**config.mk**
```make
export PLATFORM = sky130hd
export DESIGN_NAME = tx_encoder
export DESIGN_NICKNAME = d
export VERILOG_FILES = /design/src/rtl/tx_encoder.sv
export SDC_FILE = /design/constraint.sdc
export NUM_CORES = 1
export LEC_CHECK = 0
export ABC_AREA = 1
export BUFFER_PORTS_ARGS = -buffer_cell sky130_fd_sc_hd__buf_2
export CAP_MARGIN = 5
export CORE_MARGIN = 2
export CORE_UTILIZATION = 51
export CTS_CLUSTER_SIZE = 28
export DETAILED_ROUTE_END_ITERATION = 7
export PLACE_DENSITY_LB_ADDON = 0.08
export SYNTH_ARGS = -nofsm -noshare
export SYNTH_HDL_FRONTEND = slang
export SYNTH_SLANG_ARGS = --single-unit
```
**constraint.sdc**
```tcl
create_clock -name WordClk -period 4.8 [get_ports WordClk]
set_input_delay 0.96 -clock WordClk [delete_from_list [all_inputs] [get_ports WordClk]]
set_output_delay 0.96 -clock WordClk [all_outputs]
set_load 0.02 [all_outputs]
```
**src/rtl/tx_encoder.sv**
```systemverilog
// tx_encoder: IEEE 802.3 clause 36 8b/10b transmit encoder with registered output.
// Optional SKP ordered-set insertion (COM + SKP_COUNT x K28.0 every SKP_INTERVAL
// accepted symbols) is built only when the macro TX_SKP_INSERT_EN is defined;
// otherwise Ready_out is tied high and the SKP parameters are unused.
module tx_encoder #(
    parameter int SKP_INTERVAL = 1180,
    parameter int SKP_COUNT    = 3
) (
    input  logic       WordClk,
    input  logic       Rst,
    input  logic [7:0] Data_in,
    input  logic       DataK_in,
    input  logic       Valid_in,
    output logic       Ready_out,
    output logic [9:0] Data_out,
    output logic       Valid_out,
    output logic       RD_out,
    output logic       Code_Error
);

    // Symbol presented to the encoder this cycle (input or inserted).
    logic       w_emit;
    logic [7:0] w_sym;
    logic       w_sym_k;
    logic       w_ready;

    // Output / running-disparity registers.
    logic [9:0] r_data_out;
    logic       r_valid_out;
    logic       r_rd;
    logic       r_code_err;

`ifdef TX_SKP_INSERT_EN
    typedef enum logic [1:0] {S_DATA, S_SKP_COM, S_SKP_SYM} state_t;

    localparam int CNT_W = (SKP_INTERVAL < 1) ? 1 : $clog2(SKP_INTERVAL + 1);
    localparam int SKP_W = (SKP_COUNT < 2) ? 1 : $clog2(SKP_COUNT);
    localparam logic [CNT_W-1:0] INTERVAL_M1 = CNT_W'(SKP_INTERVAL - 1);
    localparam logic [SKP_W-1:0] SKP_LAST    = SKP_W'(SKP_COUNT - 1);

    state_t           r_state;
    state_t           w_state_next;
    logic [CNT_W-1:0] r_sym_cnt;
    logic [SKP_W-1:0] r_skp_cnt;

    // State register plus accepted-symbol and inserted-SKP counters.
    always_ff @(posedge WordClk) begin
        // NOTE: non-blocking assignments keep every register sampling pre-edge values.
        if (Rst) begin
            r_state   <= S_DATA;
            r_sym_cnt <= '0;
            r_skp_cnt <= '0;
        end else begin
            r_state <= w_state_next;
            if (r_state == S_DATA && Valid_in)
                r_sym_cnt <= r_sym_cnt + 1'b1;
            else if (r_state != S_DATA && w_state_next == S_DATA)
                r_sym_cnt <= '0;
            if (r_state == S_SKP_SYM)
                r_skp_cnt <= r_skp_cnt + 1'b1;
            else
                r_skp_cnt <= '0;
        end
    end

    // Next-state decode: insertion starts after the interval-th accepted symbol.
    always_comb begin
        w_state_next = r_state;
        case (r_state)
            S_DATA:    if (Valid_in && r_sym_cnt == INTERVAL_M1) w_state_next = S_SKP_COM;
            S_SKP_COM: w_state_next = (SKP_COUNT == 0) ? S_DATA : S_SKP_SYM;
            S_SKP_SYM: if (r_skp_cnt == SKP_LAST) w_state_next = S_DATA;
            default:   w_state_next = S_DATA;
        endcase
    end

    // Output decode: ready only in DATA; inserted symbols replace the input.
    always_comb begin
        w_ready = 1'b0;
        w_emit  = 1'b0;
        w_sym   = Data_in;
        w_sym_k = DataK_in;
        case (r_state)
            S_DATA: begin
                w_ready = 1'b1;
                w_emit  = Valid_in;
            end
            S_SKP_COM: begin
                w_emit  = 1'b1;
                w_sym   = 8'hBC;
                w_sym_k = 1'b1;
            end
            S_SKP_SYM: begin
                w_emit  = 1'b1;
                w_sym   = 8'h1C;
                w_sym_k = 1'b1;
            end
            default: ;
        endcase
    end
`else
    logic [31:0] w_unused_skp;
    assign w_unused_skp = SKP_INTERVAL + SKP_COUNT;

    assign w_ready = 1'b1;
    assign w_emit  = Valid_in;
    assign w_sym   = Data_in;
    assign w_sym_k = DataK_in;
`endif

    logic [4:0] w_x;
    logic [2:0] w_y;
    logic       w_k28;
    logic       w_k_legal;
    logic [5:0] w_6b_neg;
    logic [5:0] w_6b;
    logic       w_6b_unbal;
    logic       w_rd_mid;
    logic       w_use_a7;
    logic [3:0] w_4b_neg;
    logic [3:0] w_4b;
    logic       w_4b_unbal;
    logic       w_flip4;
    logic       w_rd_next;
    logic [9:0] w_code;
    logic       w_code_err;

    // 5b/6b and 3b/4b encode; tables hold the RD- form, RD+ forms are complements.
    always_comb begin
        // NOTE: every comb output gets a default first so no path infers a latch.
        w_x        = w_sym[4:0];
        w_y        = w_sym[7:5];
        w_k28      = w_sym_k && (w_x == 5'd28);
        w_k_legal  = w_k28 || (w_sym_k && w_y == 3'd7 &&
                     (w_x == 5'd23 || w_x == 5'd27 || w_x == 5'd29 || w_x == 5'd30));
        w_code_err = w_sym_k && !w_k_legal;

        // 6b code written as abcdei with a in the MSB.
        case (w_x)
            5'd0:  w_6b_neg = 6'b100111;  5'd1:  w_6b_neg = 6'b011101;
            5'd2:  w_6b_neg = 6'b101101;  5'd3:  w_6b_neg = 6'b110001;
            5'd4:  w_6b_neg = 6'b110101;  5'd5:  w_6b_neg = 6'b101001;
            5'd6:  w_6b_neg = 6'b011001;  5'd7:  w_6b_neg = 6'b111000;
            5'd8:  w_6b_neg = 6'b111001;  5'd9:  w_6b_neg = 6'b100101;
            5'd10: w_6b_neg = 6'b010101;  5'd11: w_6b_neg = 6'b110100;
            5'd12: w_6b_neg = 6'b001101;  5'd13: w_6b_neg = 6'b101100;
            5'd14: w_6b_neg = 6'b011100;  5'd15: w_6b_neg = 6'b010111;
            5'd16: w_6b_neg = 6'b011011;  5'd17: w_6b_neg = 6'b100011;
            5'd18: w_6b_neg = 6'b010011;  5'd19: w_6b_neg = 6'b110010;
            5'd20: w_6b_neg = 6'b001011;  5'd21: w_6b_neg = 6'b101010;
            5'd22: w_6b_neg = 6'b011010;  5'd23: w_6b_neg = 6'b111010;
            5'd24: w_6b_neg = 6'b110011;  5'd25: w_6b_neg = 6'b100110;
            5'd26: w_6b_neg = 6'b010110;  5'd27: w_6b_neg = 6'b110110;
            5'd28: w_6b_neg = w_k28 ? 6'b001111 : 6'b001110;
            5'd29: w_6b_neg = 6'b101110;  5'd30: w_6b_neg = 6'b011110;
            default: w_6b_neg = 6'b101011;
        endcase
        w_6b_unbal = ($countones(w_6b_neg) != 3);
        // D.7 is balanced but still has distinct RD-/RD+ forms.
        w_6b     = (r_rd && (w_6b_unbal || w_x == 5'd7)) ? ~w_6b_neg : w_6b_neg;
        w_rd_mid = r_rd ^ w_6b_unbal;

        // Alternate x.7 avoids a run of five equal bits across the sub-blocks.
        w_use_a7 = w_k_legal ||
                   (!r_rd && (w_x == 5'd17 || w_x == 5'd18 || w_x == 5'd20)) ||
                   ( r_rd && (w_x == 5'd11 || w_x == 5'd13 || w_x == 5'd14));

        // 4b code written as fghj with f in the MSB.
        case (w_y)
            3'd0:    w_4b_neg = 4'b1011;
            3'd1:    w_4b_neg = 4'b1001;
            3'd2:    w_4b_neg = 4'b0101;
            3'd3:    w_4b_neg = 4'b1100;
            3'd4:    w_4b_neg = 4'b1101;
            3'd5:    w_4b_neg = 4'b1010;
            3'd6:    w_4b_neg = 4'b0110;
            default: w_4b_neg = w_use_a7 ? 4'b0111 : 4'b1110;
        endcase
        w_4b_unbal = ($countones(w_4b_neg) != 2);
        // K28.1/.2/.5/.6 use the complemented balanced code after an RD- 6b block.
        w_flip4 = w_rd_mid ? (w_4b_unbal || w_y == 3'd3)
                           : (w_k28 && (w_y == 3'd1 || w_y == 3'd2 || w_y == 3'd5 || w_y == 3'd6));
        w_4b      = w_flip4 ? ~w_4b_neg : w_4b_neg;
        w_rd_next = w_rd_mid ^ w_4b_unbal;

        // Pack so that a lands in bit 0 and j in bit 9.
        w_code = {w_4b[0], w_4b[1], w_4b[2], w_4b[3],
                  w_6b[0], w_6b[1], w_6b[2], w_6b[3], w_6b[4], w_6b[5]};
    end

    // Output register: load on an emitted symbol, otherwise hold data and RD.
    always_ff @(posedge WordClk) begin
        if (Rst) begin
            r_data_out  <= '0;
            r_valid_out <= 1'b0;
            r_rd        <= 1'b0;
            r_code_err  <= 1'b0;
        end else if (w_emit) begin
            r_data_out  <= w_code;
            r_valid_out <= 1'b1;
            r_rd        <= w_rd_next;
            r_code_err  <= w_code_err;
        end else begin
            r_valid_out <= 1'b0;
            r_code_err  <= 1'b0;
        end
    end

    assign Ready_out  = w_ready;
    assign Data_out   = r_data_out;
    assign Valid_out  = r_valid_out;
    assign RD_out     = r_rd;
    assign Code_Error = r_code_err;

endmodule

```
==> Word-level counts from Yosys, hierarchy flattened <==
Index checks and enable logic that the tools add are counted.
{ "totals": {"reg_bits": 13, "in_bits": 12, "output_inout_bits": 14, "elab_cells": 92} }
{ "classes": {"n_addsub": 8, "eq_ne": 39, "mux": 8, "bitwise": 5, "n_reduce_logical": 28} }
{ "ops": {"columns": ["op", "count"], "rows": [
  ["$pmux 6 s31", 1],
  ["$eq 5x5->1 const B", 15],
  ["$eq 5x4->1 const B", 8],
  ["$pmux 4 s7", 1],
  ["$eq 5x3->1 const B", 4],
  ["$logic_or 1x1->1", 15],
  ["$eq 3x3->1 const B", 4],
  ["$add 1x1->2", 5],
  ["$eq 5x2->1 const B", 2],
  ["$logic_and 1x1->1", 8],
  ["$mux 4", 2],
  ["$add 2x2->3", 2],
  ["$eq 3x2->1 const B", 2],
  ["$mux 6", 1],
  ["$not 6->6", 1],
  ["$eq 5x1->1 const B", 1],
  ["$logic_not 5->1", 1],
  ["$add 3x2->4", 1],
  ["$ne 4x2->1 const B", 1],
  ["$not 4->4", 1],
  ["$eq 3x1->1 const B", 1],
  ["$logic_not 3->1", 1],
  ["$mux 1", 3],
  ["$ne 3x2->1 const B", 1],
  ["4 further kinds", 6]
]} }

==> Longest topological paths before layout <==
{ "depth": {"depth_word": 16, "mapped_depth": 29, "mapped_depth_nobuf": 28} }

==> Least setup slack after synthesis <==
No wires, ideal clock.
{ "synth_path": {"kind": "input to register", "start": "input Data_in[1]", "end": "register r_data_out[9], in the netlist Data_out[9]", "setup_ns": 0.109, "arrival_time_ns": 4.428, "required_ns": 4.691, "slack_ns": 0.263, "path_stages": 28, "path_buffers": 1, "path_cell_list": "buf_6 > inv_2 > nand2_4 > nand2_2 > nand2_2 > inv_1 > nor2_2 > nand4_4 > nand2_1 > inv_1 > fa_1 > fa_1 > inv_1 > ha_1 > inv_1 > fa_1 > nor2_1 > nand2_1 > nand2_2 > nand2_1 > nor2_1 > o21ai_0 > nand2_2 > inv_2 > nand3_1 > nand3_1 > nand2_1 > inv_1"} }
{ "synth_via": {"elab_chain_len": 16, "elab_cells_between_ends": 65, "cone_classes": "add/sub (8); eq/ne (32); mux (6); bitwise (2); reduce/logical (17)"} }
{ "synth_lines": {"columns": ["item", "line_no", "text"], "rows": [
  ["start, declared", "11", "input logic [7:0] Data_in,"],
  ["parallel branches: the longest is 15 deep, another holds $add 3x2->4", null, null],
  ["$mux 4 (*)", "183", "w_4b = w_flip4 ? ~w_4b_neg : w_4b_neg;"],
  ["end signal, assigned", "199", "r_data_out <= w_code;"],
  ["end, declared", "28", "logic [9:0] r_data_out;"]
]} }
Every way passes the cells marked *.
A chain may end at the register's enable or synchronous reset.

==> Worst setup path in the final report <==
Same ends and word-level chain as after synthesis.

==> out/metrics.yaml <==
power_and_ir_drop:
  p_leak_nw: 1.03
  peakVddDrop_mv: 0.200
  p_clk_share_pct: 13.2
  p_sw_mw: 0.231
  switching_share_pct: 45.4
  power_frac_seq_pct: 25.9
  p_int_mw: 0.277
  p_per_area_mw_per_mm2: 270
  pwr-share-comb_pct: 60.9
clocking:
  path_clk_slew_ps: 80
  root_buffer: "clkbuf_4"
  cts_tree: "yes"
  cts_buffer_depth: 2
  cts-htree-levels: 1
  cts_setup_buffers: 0
  clk_latency_ps: 280
  cts_buffers: 3
  cts_sinks: 13
global_routing:
  grt_max_degree: 19
  grt_pass1_vias: 1380
  overflow: 0
  antenna_found_initial: 0
  grt_pass1_wl_mm: 5.85
  gr-usage-all-layers_pct: 21.0
floorplan:
  dieWidth_um: 60.3
  core.rowCount: 20
  initial_core_util_pct: 53.4
  dieArea_mm2: 0.00364
  core_area_mm2: 0.00303
  die_y_um: 60.3
  ios: 26
route:
  avgRoutedWirePerCell_um: 10.7
  drc: 0
  vias_per_cell: 4.91
  totalWireLength_mm: 3.56
  drtAntennaViolNets: 0
  dr_total_vias: 1629
  dr.pass1.iters: 4
  drt_iter0_drc: 80
min_path:
  hold_class: "register to register"
setup_path:
  reg2regPathDepth: 21
  ff2ff_setup_slack_ps: 1780
  max_stage_delay_ps: 550
  required_ps: 4980
  timing.rr.start: "RD_out$_SDFFE_PP0P_"
  cp.arrival_ps: 4620
  crit_end: "Data_out[9]$_SDFFE_PP0P_"
  startpoint: "Data_in[1]"
  cp-end-kind: "register"
  crit_path_start_kind: "input port"
  cp_slowest_cell: "fa_1"
  reg2reg_to: "Data_out[9]$_SDFFE_PP0P_"
  crit_top_cell: "nand2_1"
  setup.worst_path.class: "input port to register"
  crit_fanout: 5
sta:
  period_needed_ps: 4430
  hold_ws_ps: 512
  fin_crit_sh_pct: 92.3
  fmax_ghz: 0.226
  grt_setup_unrepaired: "false"
  fin_setup_tns_ps: 0
  final_max_slew_viol_count: 0
  hold_viol: 0
  setup_viol: 0
  finClkSkew_ps: 3.23
logic_synthesis:
  syn_inst: 256
  yosys_warnings: 0
  synth_nets: 275
  syn-cell-area_mm2: 0.00162
  synth_top_area_share_pct: 16.1
  ys_seq_area_share_pct: 16.1
  yosys.area.top_type: "dfxtp_1"
  ys_types: 41
  avgSynthCellArea_um2: 6.31
  synth_top_cells_by_area: "dfxtp_1 (16%), nand2_1 (9.5%), nor2_1 (9.5%), nand3_1 (9.0%), inv_1 (7.2%)"
  synth_seq_cells: 13
placement:
  numPortBuffers: 24
  hpwl_mm: 2.87
  dpl_cell_area_mm2: 0.00182
  gp_congestion: 0.889
layout:
  layout.nets: 308
  final_cell_area_mm2: 0.00188
  diodes: 0
  synthToLayoutAreaGrowth_pct: 16.3
  nFillCells: 308
  drive_gt1_share_pct: 30.6
run_status:
  status: "finished clean"
job:
  cap_viol_max_count: 0
metrics by stage:
step | instances | setup WS (ps) | utilization [%] | total power, mW
6_report | 332 | 367 | 62.1 | 0.508
2_1_floorplan | 256 | 263 | - | 0.365
5_1_grt | 332 | 5.02 | 62.1 | 0.564
3_5_place_dp | 328 | -49.8 | 60.2 | 0.435
4_1_cts | 332 | 239 | 61.1 | 0.505
3_3_place_gp | 328 | 3.24 | 60.2 | 0.431
layout make-up:
type	instances	area (µm²)	share of cell area (%)
multi-input combinational	190	1120	59.6
sequential	13	260	13.8
timing repair buffer	38	251	13.4
inverter	43	166	8.85
tap	44	55.1	2.93
clock buffer	4	26.3	1.40
flip-flops by register name, indices dropped and copies added (netlist names):
register	flops
Valid_out	1
Code_Error	1
Data_out	10
RD_out	1
power groups by stage:
stage | Combinational, mW | Clock (mW) | Sequential [mW]
after floorplan | 0.212 | 0 | 0.153
after global placement | 0.298 | 0 | 0.133
after detailed placement | 0.301 | 0 | 0.134
after CTS | 0.303 | 0.0704 | 0.132
after global routing | 0.356 | 0.0749 | 0.133
final | 0.310 | 0.0671 | 0.132
worst min path at each step:
stage	startpoint	end	slack, ps	depth (start not counted)
floorplan	Data_out[4]$_SDFFE_PP0P_	Data_out[4]$_SDFFE_PP0P_	590	2
global placement	Data_out[2]$_SDFFE_PP0P_	Data_out[2]$_SDFFE_PP0P_	490	2
detailed placement	Data_out[0]$_SDFFE_PP0P_	Data_out[0]$_SDFFE_PP0P_	500	2
CTS	Data_out[0]$_SDFFE_PP0P_	Data_out[0]$_SDFFE_PP0P_	520	2
global route	Data_out[0]$_SDFFE_PP0P_	Data_out[0]$_SDFFE_PP0P_	540	2
finish	Data_out[0]$_SDFFE_PP0P_	Data_out[0]$_SDFFE_PP0P_	510	2
critical path: cells and delay by family:
kind / cells / cell delay, ps
adders and majority gates: 4 / 1590
AOI/OAI and AO/OA: 2 / 190
and+or+nand+nor: 14 / 1300
buffers and inverters: 7 / 580
kinds of logic after synthesis:
family          after synthesis  synth area share (%)
simple gates                151                  49.0
buf+inv                      53                  15.3
compound gates               29                  11.0
flops                        13                  16.1
fa+ha+maj                     7                  7.28
xor+xnor                      2                  1.08
other cells                   1                 0.232
Yosys cell counts, drive strengths merged:
cell     n
nand2   52
or2      1
nor2    51
fa       4
nor3     5
ha       3
clkbuf   2
a31oi    1
xnor2    1
a21oi    6
inv     43
o21ai   19
and3     1
a41oi    1
dfxtp   13
conb     1
nand3   33
nand3b   2
o31ai    1
buf      8
nand4    5
xor2     1
and2     1
o211ai   1
metal layers:
metal | wire (µm) | share of wire (%) | track usage [%]
met1 | 1620 | 45 | 29.6
met2 | 1660 | 47 | 31.8
met5 | 0 | 0 | 0
met4 | 24 | 0.67 | 5.08
met3 | 258 | 7.3 | 5.84
what timing repair did:
item,4_1_cts,5_1_grt
hold buffers,0,0
resized for setup,0,13
setup endpoints to repair,0,4
cell usage in the layout (no fill, tap or decap), drive strengths merged, types with 2 or more instances in the layout:
cell type	n
clkbuf	5
nand3b	2
nand2	52
nor2	51
nand4	5
buf	37
inv	43
dfxtp	13
fa	4
o21ai	19
nor3	5
nand3	33
ha	3
a21oi	6
(Power assumes the default switching activity.)
